<file path="config.mk">
export PLATFORM = sky130hd
export DESIGN_NAME = calc_cmd_sequencer
export DESIGN_NICKNAME = d
export VERILOG_FILES = /design/src/rtl/calc_cmd_sequencer.sv
export SDC_FILE = /design/constraint.sdc
export NUM_CORES = 1
export LEC_CHECK = 0
export CORE_UTILIZATION = 45
export CTS_CLUSTER_SIZE = 30
export DETAILED_ROUTE_END_ITERATION = 10
export PLACE_DENSITY = 0.7
export SYNTH_ARGS = -nofsm -noshare
export SYNTH_HDL_FRONTEND = slang
export SYNTH_SLANG_ARGS = --single-unit
</file>
<file path="constraint.sdc">
create_clock -name clk -period 15.83 [get_ports clk]
set_input_delay 3.166 -clock clk [delete_from_list [all_inputs] [get_ports clk]]
set_output_delay 3.166 -clock clk [all_outputs]
set_load 0.005 [all_outputs]
</file>
<file path="src/rtl/calc_cmd_sequencer.sv">
// calc_cmd_sequencer
// Single-clock command sequencer for the calculator datapath. Takes STORE /
// MUL / SHOW / CLEAR commands, keeps the running total and the pending
// operand, runs a shift-add multiply and a double-dabble binary-to-BCD
// conversion, and raises a sticky overflow flag against the display limit.
//
// Optional build macro CALC_SEG7_EN adds seg_out, a combinational 7-segment
// decode of bcd_out (gfedcba per digit, leading zeros blanked).
//
// Handshake: a command transfers on a rising edge where cmd_valid and
// cmd_ready are both high. cmd_ready is high only in IDLE; op and operand are
// captured on that edge, so the requester may change them afterwards. A
// request held while busy is simply not taken until the sequencer is idle.
//
// Debug: the FSM state is the internal signal "state" (enum state_t).
module calc_cmd_sequencer #(
    parameter int IN_W   = 14,
    parameter int ACC_W  = 17,
    parameter int LIMIT  = 99999,
    parameter int DIGITS = 5
) (
    input  logic                clk,
    input  logic                reset,
    input  logic                cmd_valid,
    output logic                cmd_ready,
    input  logic [1:0]          cmd_op,
    input  logic [IN_W-1:0]     cmd_operand,
    output logic                busy,
    output logic                done,
    output logic                err,
    output logic [ACC_W-1:0]    total,
    output logic [ACC_W-1:0]    pending,
    output logic [4*DIGITS-1:0] bcd_out,
    output logic                bcd_valid
`ifdef CALC_SEG7_EN
    ,
    output logic [7*DIGITS-1:0] seg_out
`endif
);

    // Product register wide enough that pending*operand can never wrap.
    localparam int PW      = ACC_W + IN_W;
    // One extra bit so total+pending never wraps before the limit compare.
    localparam int SW      = ACC_W + 1;
    localparam int BW      = 4 * DIGITS;
    localparam int CNT_MAX = (IN_W > ACC_W) ? IN_W : ACC_W;
    localparam int CNT_W   = $clog2(CNT_MAX + 1);

    localparam logic [SW-1:0]    LIMIT_S  = SW'(LIMIT);
    localparam logic [PW-1:0]    LIMIT_P  = PW'(LIMIT);
    localparam logic [CNT_W-1:0] MUL_LAST = CNT_W'(IN_W);
    localparam logic [CNT_W-1:0] BCD_LAST = CNT_W'(ACC_W);

    localparam logic [1:0] OP_STORE = 2'b00;
    localparam logic [1:0] OP_MUL   = 2'b01;
    localparam logic [1:0] OP_SHOW  = 2'b10;
    localparam logic [1:0] OP_CLEAR = 2'b11;

    // ADD is the single-cycle execute state: STORE, CLEAR, and any command
    // that arrives while err is set (those only produce a done pulse).
    typedef enum logic [2:0] {
        IDLE = 3'd0,
        ADD  = 3'd1,
        MUL  = 3'd2,
        FOLD = 3'd3,
        BCD  = 3'd4
    } state_t;

    state_t             state;
    logic [1:0]         op_q;
    logic [IN_W-1:0]    opnd_q;    // captured operand; doubles as multiplier shifter
    logic [PW-1:0]      mcand;     // multiplicand, shifted left each step
    logic [PW-1:0]      prod;      // partial product
    logic [CNT_W-1:0]   cnt;       // step counter for MUL and BCD
    logic [ACC_W-1:0]   bin_sr;    // binary value being shifted into BCD
    logic [BW-1:0]      bcd_sr;    // BCD digits under construction

    logic [SW-1:0]      sum;
    logic               sum_over;
    logic [PW-1:0]      prod_next;
    logic               prod_over;
    logic [BW-1:0]      bcd_adj;

    assign cmd_ready = (state == IDLE);
    assign busy      = ~cmd_ready;

    // Datapath helpers: fold sum, one multiply step, and the double-dabble
    // add-3 correction applied before each shift.
    always_comb begin
        sum       = {1'b0, total} + {1'b0, pending};
        sum_over  = (sum > LIMIT_S);
        prod_next = opnd_q[0] ? (prod + mcand) : prod;
        prod_over = (prod > LIMIT_P);
        bcd_adj   = bcd_sr;
        for (int d = 0; d < DIGITS; d++) begin
            if (bcd_sr[4*d +: 4] >= 4'd5) begin
                bcd_adj[4*d +: 4] = bcd_sr[4*d +: 4] + 4'd3;
            end
        end
    end

    // Sequencer FSM with all architectural registers and the done pulse.
    always_ff @(posedge clk or posedge reset) begin
        if (reset) begin
            state     <= IDLE;
            op_q      <= OP_STORE;
            opnd_q    <= '0;
            mcand     <= '0;
            prod      <= '0;
            cnt       <= '0;
            bin_sr    <= '0;
            bcd_sr    <= '0;
            total     <= '0;
            pending   <= '0;
            bcd_out   <= '0;
            bcd_valid <= 1'b0;
            err       <= 1'b0;
            done      <= 1'b0;
        end else begin
            done <= 1'b0;
            case (state)
                IDLE: begin
                    if (cmd_valid) begin
                        op_q   <= cmd_op;
                        opnd_q <= cmd_operand;
                        if (cmd_op == OP_CLEAR || err) begin
                            state <= ADD;
                        end else begin
                            case (cmd_op)
                                OP_STORE: state <= ADD;
                                OP_MUL: begin
                                    mcand <= PW'(pending);
                                    prod  <= '0;
                                    cnt   <= '0;
                                    state <= MUL;
                                end
                                default: state <= FOLD;
                            endcase
                        end
                    end
                end

                ADD: begin
                    if (op_q == OP_CLEAR) begin
                        total     <= '0;
                        pending   <= '0;
                        err       <= 1'b0;
                        bcd_out   <= '0;
                        bcd_valid <= 1'b0;
                    end else if (!err && op_q == OP_STORE) begin
                        // On overflow the total is kept; the new operand is
                        // still loaded into pending.
                        if (sum_over) begin
                            err <= 1'b1;
                        end else begin
                            total <= sum[ACC_W-1:0];
                        end
                        pending   <= ACC_W'(opnd_q);
                        bcd_valid <= 1'b0;
                    end
                    done  <= 1'b1;
                    state <= IDLE;
                end

                MUL: begin
                    if (cnt == MUL_LAST) begin
                        if (prod_over) begin
                            err <= 1'b1;
                        end else begin
                            pending <= prod[ACC_W-1:0];
                        end
                        bcd_valid <= 1'b0;
                        done      <= 1'b1;
                        state     <= IDLE;
                    end else begin
                        prod   <= prod_next;
                        mcand  <= mcand << 1;
                        opnd_q <= opnd_q >> 1;
                        cnt    <= cnt + CNT_W'(1);
                    end
                end

                FOLD: begin
                    if (sum_over) begin
                        // Nothing to convert: finish immediately.
                        err   <= 1'b1;
                        done  <= 1'b1;
                        state <= IDLE;
                    end else begin
                        total     <= sum[ACC_W-1:0];
                        pending   <= '0;
                        bcd_valid <= 1'b0;
                        bin_sr    <= sum[ACC_W-1:0];
                        bcd_sr    <= '0;
                        cnt       <= '0;
                        state     <= BCD;
                    end
                end

                BCD: begin
                    if (cnt == BCD_LAST) begin
                        bcd_out   <= bcd_sr;
                        bcd_valid <= 1'b1;
                        done      <= 1'b1;
                        state     <= IDLE;
                    end else begin
                        bcd_sr <= {bcd_adj[BW-2:0], bin_sr[ACC_W-1]};
                        bin_sr <= bin_sr << 1;
                        cnt    <= cnt + CNT_W'(1);
                    end
                end

                default: state <= IDLE;
            endcase
        end
    end

`ifdef CALC_SEG7_EN
    // Segment pattern (gfedcba, active-high) for one BCD nibble.
    function automatic logic [6:0] seg_of(input logic [3:0] n);
        case (n)
            4'd0:    seg_of = 7'h3F;
            4'd1:    seg_of = 7'h06;
            4'd2:    seg_of = 7'h5B;
            4'd3:    seg_of = 7'h4F;
            4'd4:    seg_of = 7'h66;
            4'd5:    seg_of = 7'h6D;
            4'd6:    seg_of = 7'h7D;
            4'd7:    seg_of = 7'h07;
            4'd8:    seg_of = 7'h7F;
            4'd9:    seg_of = 7'h6F;
            default: seg_of = 7'h00;
        endcase
    endfunction

    logic       seg_lead;
    logic [3:0] seg_nib;

    // Display decode, scanning from the top digit so leading zeros blank;
    // the bottom digit is always shown and everything is dark while stale.
    always_comb begin
        seg_out  = '0;
        seg_lead = 1'b1;
        seg_nib  = '0;
        for (int d = DIGITS - 1; d >= 0; d--) begin
            seg_nib = bcd_out[4*d +: 4];
            if (seg_nib != 4'd0 || d == 0) begin
                seg_lead = 1'b0;
            end
            if (bcd_valid && !seg_lead) begin
                seg_out[7*d +: 7] = seg_of(seg_nib);
            end
        end
    end
`endif

endmodule
</file>
==> results.sh <==
export IMPL_ir_drop_v=0.0000982
export IMPL_synth_ff_type="dfrtp_1"
export IMPL_critPathLaunchType="primary input"
export IMPL_crit_top_cell="buf_4"
export IMPL_post_route_period_util_pct=39.3
export IMPL_worst_slew_pin_transition_ns=1.08
export IMPL_setup_viol=0
export IMPL_syn_area_per_cell_um2=9.45
export IMPL_min_from="bcd_out[0]$_DFFE_PP0P_"
export IMPL_finClkSkew_ns=0.0164
export IMPL_cts_max_level=4
export IMPL_crit_path_max_incr_delay_ns=0.82
export IMPL_r2r_end="total[14]$_DFFE_PP0P_"
export IMPL_start_util_pct=46.1
export IMPL_dpl_cell_count=1456
export IMPL_cts_setup_buffers=0
export IMPL_p_per_area_nw_per_um2=177
export IMPL_ys_warn_count=0
export IMPL_dr_pass1_iters=5
export IMPL_r2r_slack_ns=11.59
export IMPL_die_area_um2=24000
export IMPL_ys_ff_latch=180
export IMPL_cts_root_buf="clkbuf_16"
export IMPL_n_antenna_cell=0
export IMPL_ant_nets=0
export IMPL_fmax_mhz=161
export IMPL_antenna_found_initial=0
export IMPL_numCtsBuffers=17
export IMPL_required_ns=16.20
export IMPL_detail_route_iter0_violations=537
export IMPL_seqCellArea_um2=4500
export IMPL_grt_max_degree=120
export IMPL_drive_above_1_share_pct=6.64
export IMPL_path_cells="clkdlybuf4s50_1 > o21ai_0 > nor2_2 > o21ai_2 > buf_4 > o21bai_4 > buf_4 > nor2_1 > a22o_1"
export IMPL_fillers=2077
export IMPL_synth_distinct_cells=74
export IMPL_num_vias=8597
export IMPL_place_hpwl_mm=17.9
export IMPL_grt_pass1_vias=8032
export IMPL_multiInputGateArea_um2=5610
export IMPL_hold_path_depth=2
export IMPL_syn_instance_count=1112
export IMPL_reg2reg_depth=10
export IMPL_p_leak_nw=5.53
export IMPL_clk_insertion_delay_late_ns=0.44
export IMPL_arrival_ns=6.59
export IMPL_port_buffers=77
export IMPL_netlist_area_um2=10500
export IMPL_wl_per_cell_um=16.9
export IMPL_die_y_um=155
export IMPL_slowest_stage="nor2_2"
export IMPL_die_x_um=155
export IMPL_grt_use_total_pct=21.8
export IMPL_critical_path_class="primary input to flop"
export IMPL_holdPathEnd="bcd_out[0]$_DFFE_PP0P_"
export IMPL_nets=1243
export IMPL_hold_buffers=0
export IMPL_synth_cells_most_frequent="180 x dfrtp_1, 166 x nand2_1, 74 x o21ai_0"
export IMPL_grt_overflow_total=0
export IMPL_layout_min_cycle_time_ns=6.22
export IMPL_cts_resized=0
export IMPL_viasPerCell=5.78
export IMPL_syn_nets=1193
export IMPL_core_area_um2=22800
export IMPL_final_max_slew_violation_count=0
export IMPL_yosysTopAreaCell="dfrtp_1"
export IMPL_reg2reg_from="pending[5]$_DFFE_PP0P_"
export IMPL_ys_seq_area_share_pct=42.9
export IMPL_routabilityCongestion=0.857
export IMPL_synth_top_area_share_pct=42.9
export IMPL_max_slew_margin_pct=28.0
export IMPL_finalNonFillerCells=1488
export IMPL_path_max_fanout=49
export IMPL_drc=0
export IMPL_synth_area_leaders="dfrtp_1 43%, ha_1 7.1%, nand2_1 5.9%"
export IMPL_hp_class="flop to flop"
export IMPL_maxCapViolations=0
export IMPL_rsz0062_at_grt="false"
export IMPL_cts_path_max_buffers=2
export IMPL_rows=55
export IMPL_hold_viol=0
export IMPL_grt_pass1_wl_mm=41.7
export IMPL_synthToLayoutAreaGrowth_pct=15.2
export IMPL_wirelength_mm=25.2
export IMPL_cts_tree="built"
export IMPL_pin_count=78
export IMPL_cts_sink_count=180
export IMPL_outcome="finished clean"
export IMPL_cp_end_kind="flop"
export IMPL_synth_edf_count=0
export IMPL_path_clk_slew_ns=0.07
export IMPL_post_synth_top_count_cell="dfrtp_1"
export IMPL_async_flop_share_pct=100
export IMPL_finalSetupTns_ns=0
## cells by family (layout without fill, tap and decap cells)
kind of cell / Yosys count / count (layout) / synth area share, %
simple gates: 333 / 333 / 14.4
buf+inv: 96 / 159 / 4.00
fa+ha+maj: 62 / 62 / 7.53
compound gates: 346 / 346 / 22.6
flops: 180 / 180 / 42.9
xor+xnor: 49 / 49 / 4.08
mux: 46 / 46 / 4.57
## flip-flops by register name (all words and copies together) (netlist names)
signal,cells
done,1
bcd_sr,20
total,17
bcd_out,20
pending,17
bcd_valid,1
prod,31
bin_sr,17
opnd_q,14
mcand,31
cnt,5
err,1
state,3
op_q,2
## worst max-delay path: cells and delay by family
| kind | cells | cell delay [ns] |
|---|---|---|
| buffers and inverters | 3 | 1.13 |
| AOI/OAI and AO/OA | 4 | 0.70 |
| and+or+nand+nor | 2 | 1.55 |
## layout make-up
class                      instances  area share, %
sequential                       180           37.2
tap                              313           3.23
timing repair buffer              85           6.86
clock inverter                    15           1.56
clock buffer                      17           3.51
multi-input combinational        836           46.3
inverter                          42           1.34
## report_power, final
| part | total (mW) | switching, mW | internal [mW] |
|---|---|---|---|
| clock network | 0.442 | 0.201 | 0.241 |
| logic | 0.977 | 0.559 | 0.418 |
| registers | 0.723 | 0.143 | 0.580 |
## worst max-delay path by stage
stage               from                     end  slack, ns  cells past startpoint
6_report       cmd_valid    prod[26]$_DFFE_PP0P_       9.61                      9
5_1_grt        cmd_valid    prod[17]$_DFFE_PP0P_       9.34                      9
4_1_cts        cmd_valid    prod[26]$_DFFE_PP0P_       9.61                      9
3_5_place_dp   cmd_valid    prod[18]$_DFFE_PP0P_       9.16                      9
3_3_place_gp   cmd_valid     prod[7]$_DFFE_PP0P_       9.24                      9
2_1_floorplan      reset  bcd_out[0]$_DFFE_PP0P_       7.78                      1
## routing by layer
metal  GRT usage (%)  vias up  routed length [um]
met5               0        -                   0
met2            32.8      195               11100
met1            32.6     4211               12700
met4            5.28        0                 286
met3            3.56       24                1050
li1                -     4167                   -
## through the flow
step	hold slack, ns	area, um2	setup WS [ns]	utilization (%)	power (mW)
finish	0.478	12100	9.61	53.2	2.14
global route	0.498	12100	9.34	53.2	2.29
CTS	0.485	12100	9.61	53.2	2.15
detailed placement	0.469	11500	9.16	50.5	1.70
global placement	0.462	11500	9.24	50.5	1.67
floorplan	0.464	10500	7.78	-	1.41
## layout by cell type, fill, tap and decap left out, types with 9 or more instances in the layout
master,count
dfrtp_1,180
nand2_1,166
clkdlybuf4s50_1,77
o21ai_0,73
nor2_1,63
ha_1,60
a21oi_1,54
a22o_1,48
inv_1,41
mux2i_1,30
xor2_1,25
a31oi_1,25
xnor2_1,24
a21o_1,22
nand3_1,22
o22ai_1,18
a221oi_1,17
clkbuf_16,17
o31ai_1,15
mux2_2,15
nor3_1,14
nand2b_1,10
a211oi_1,9
Power figures use the tool's default switching activity.
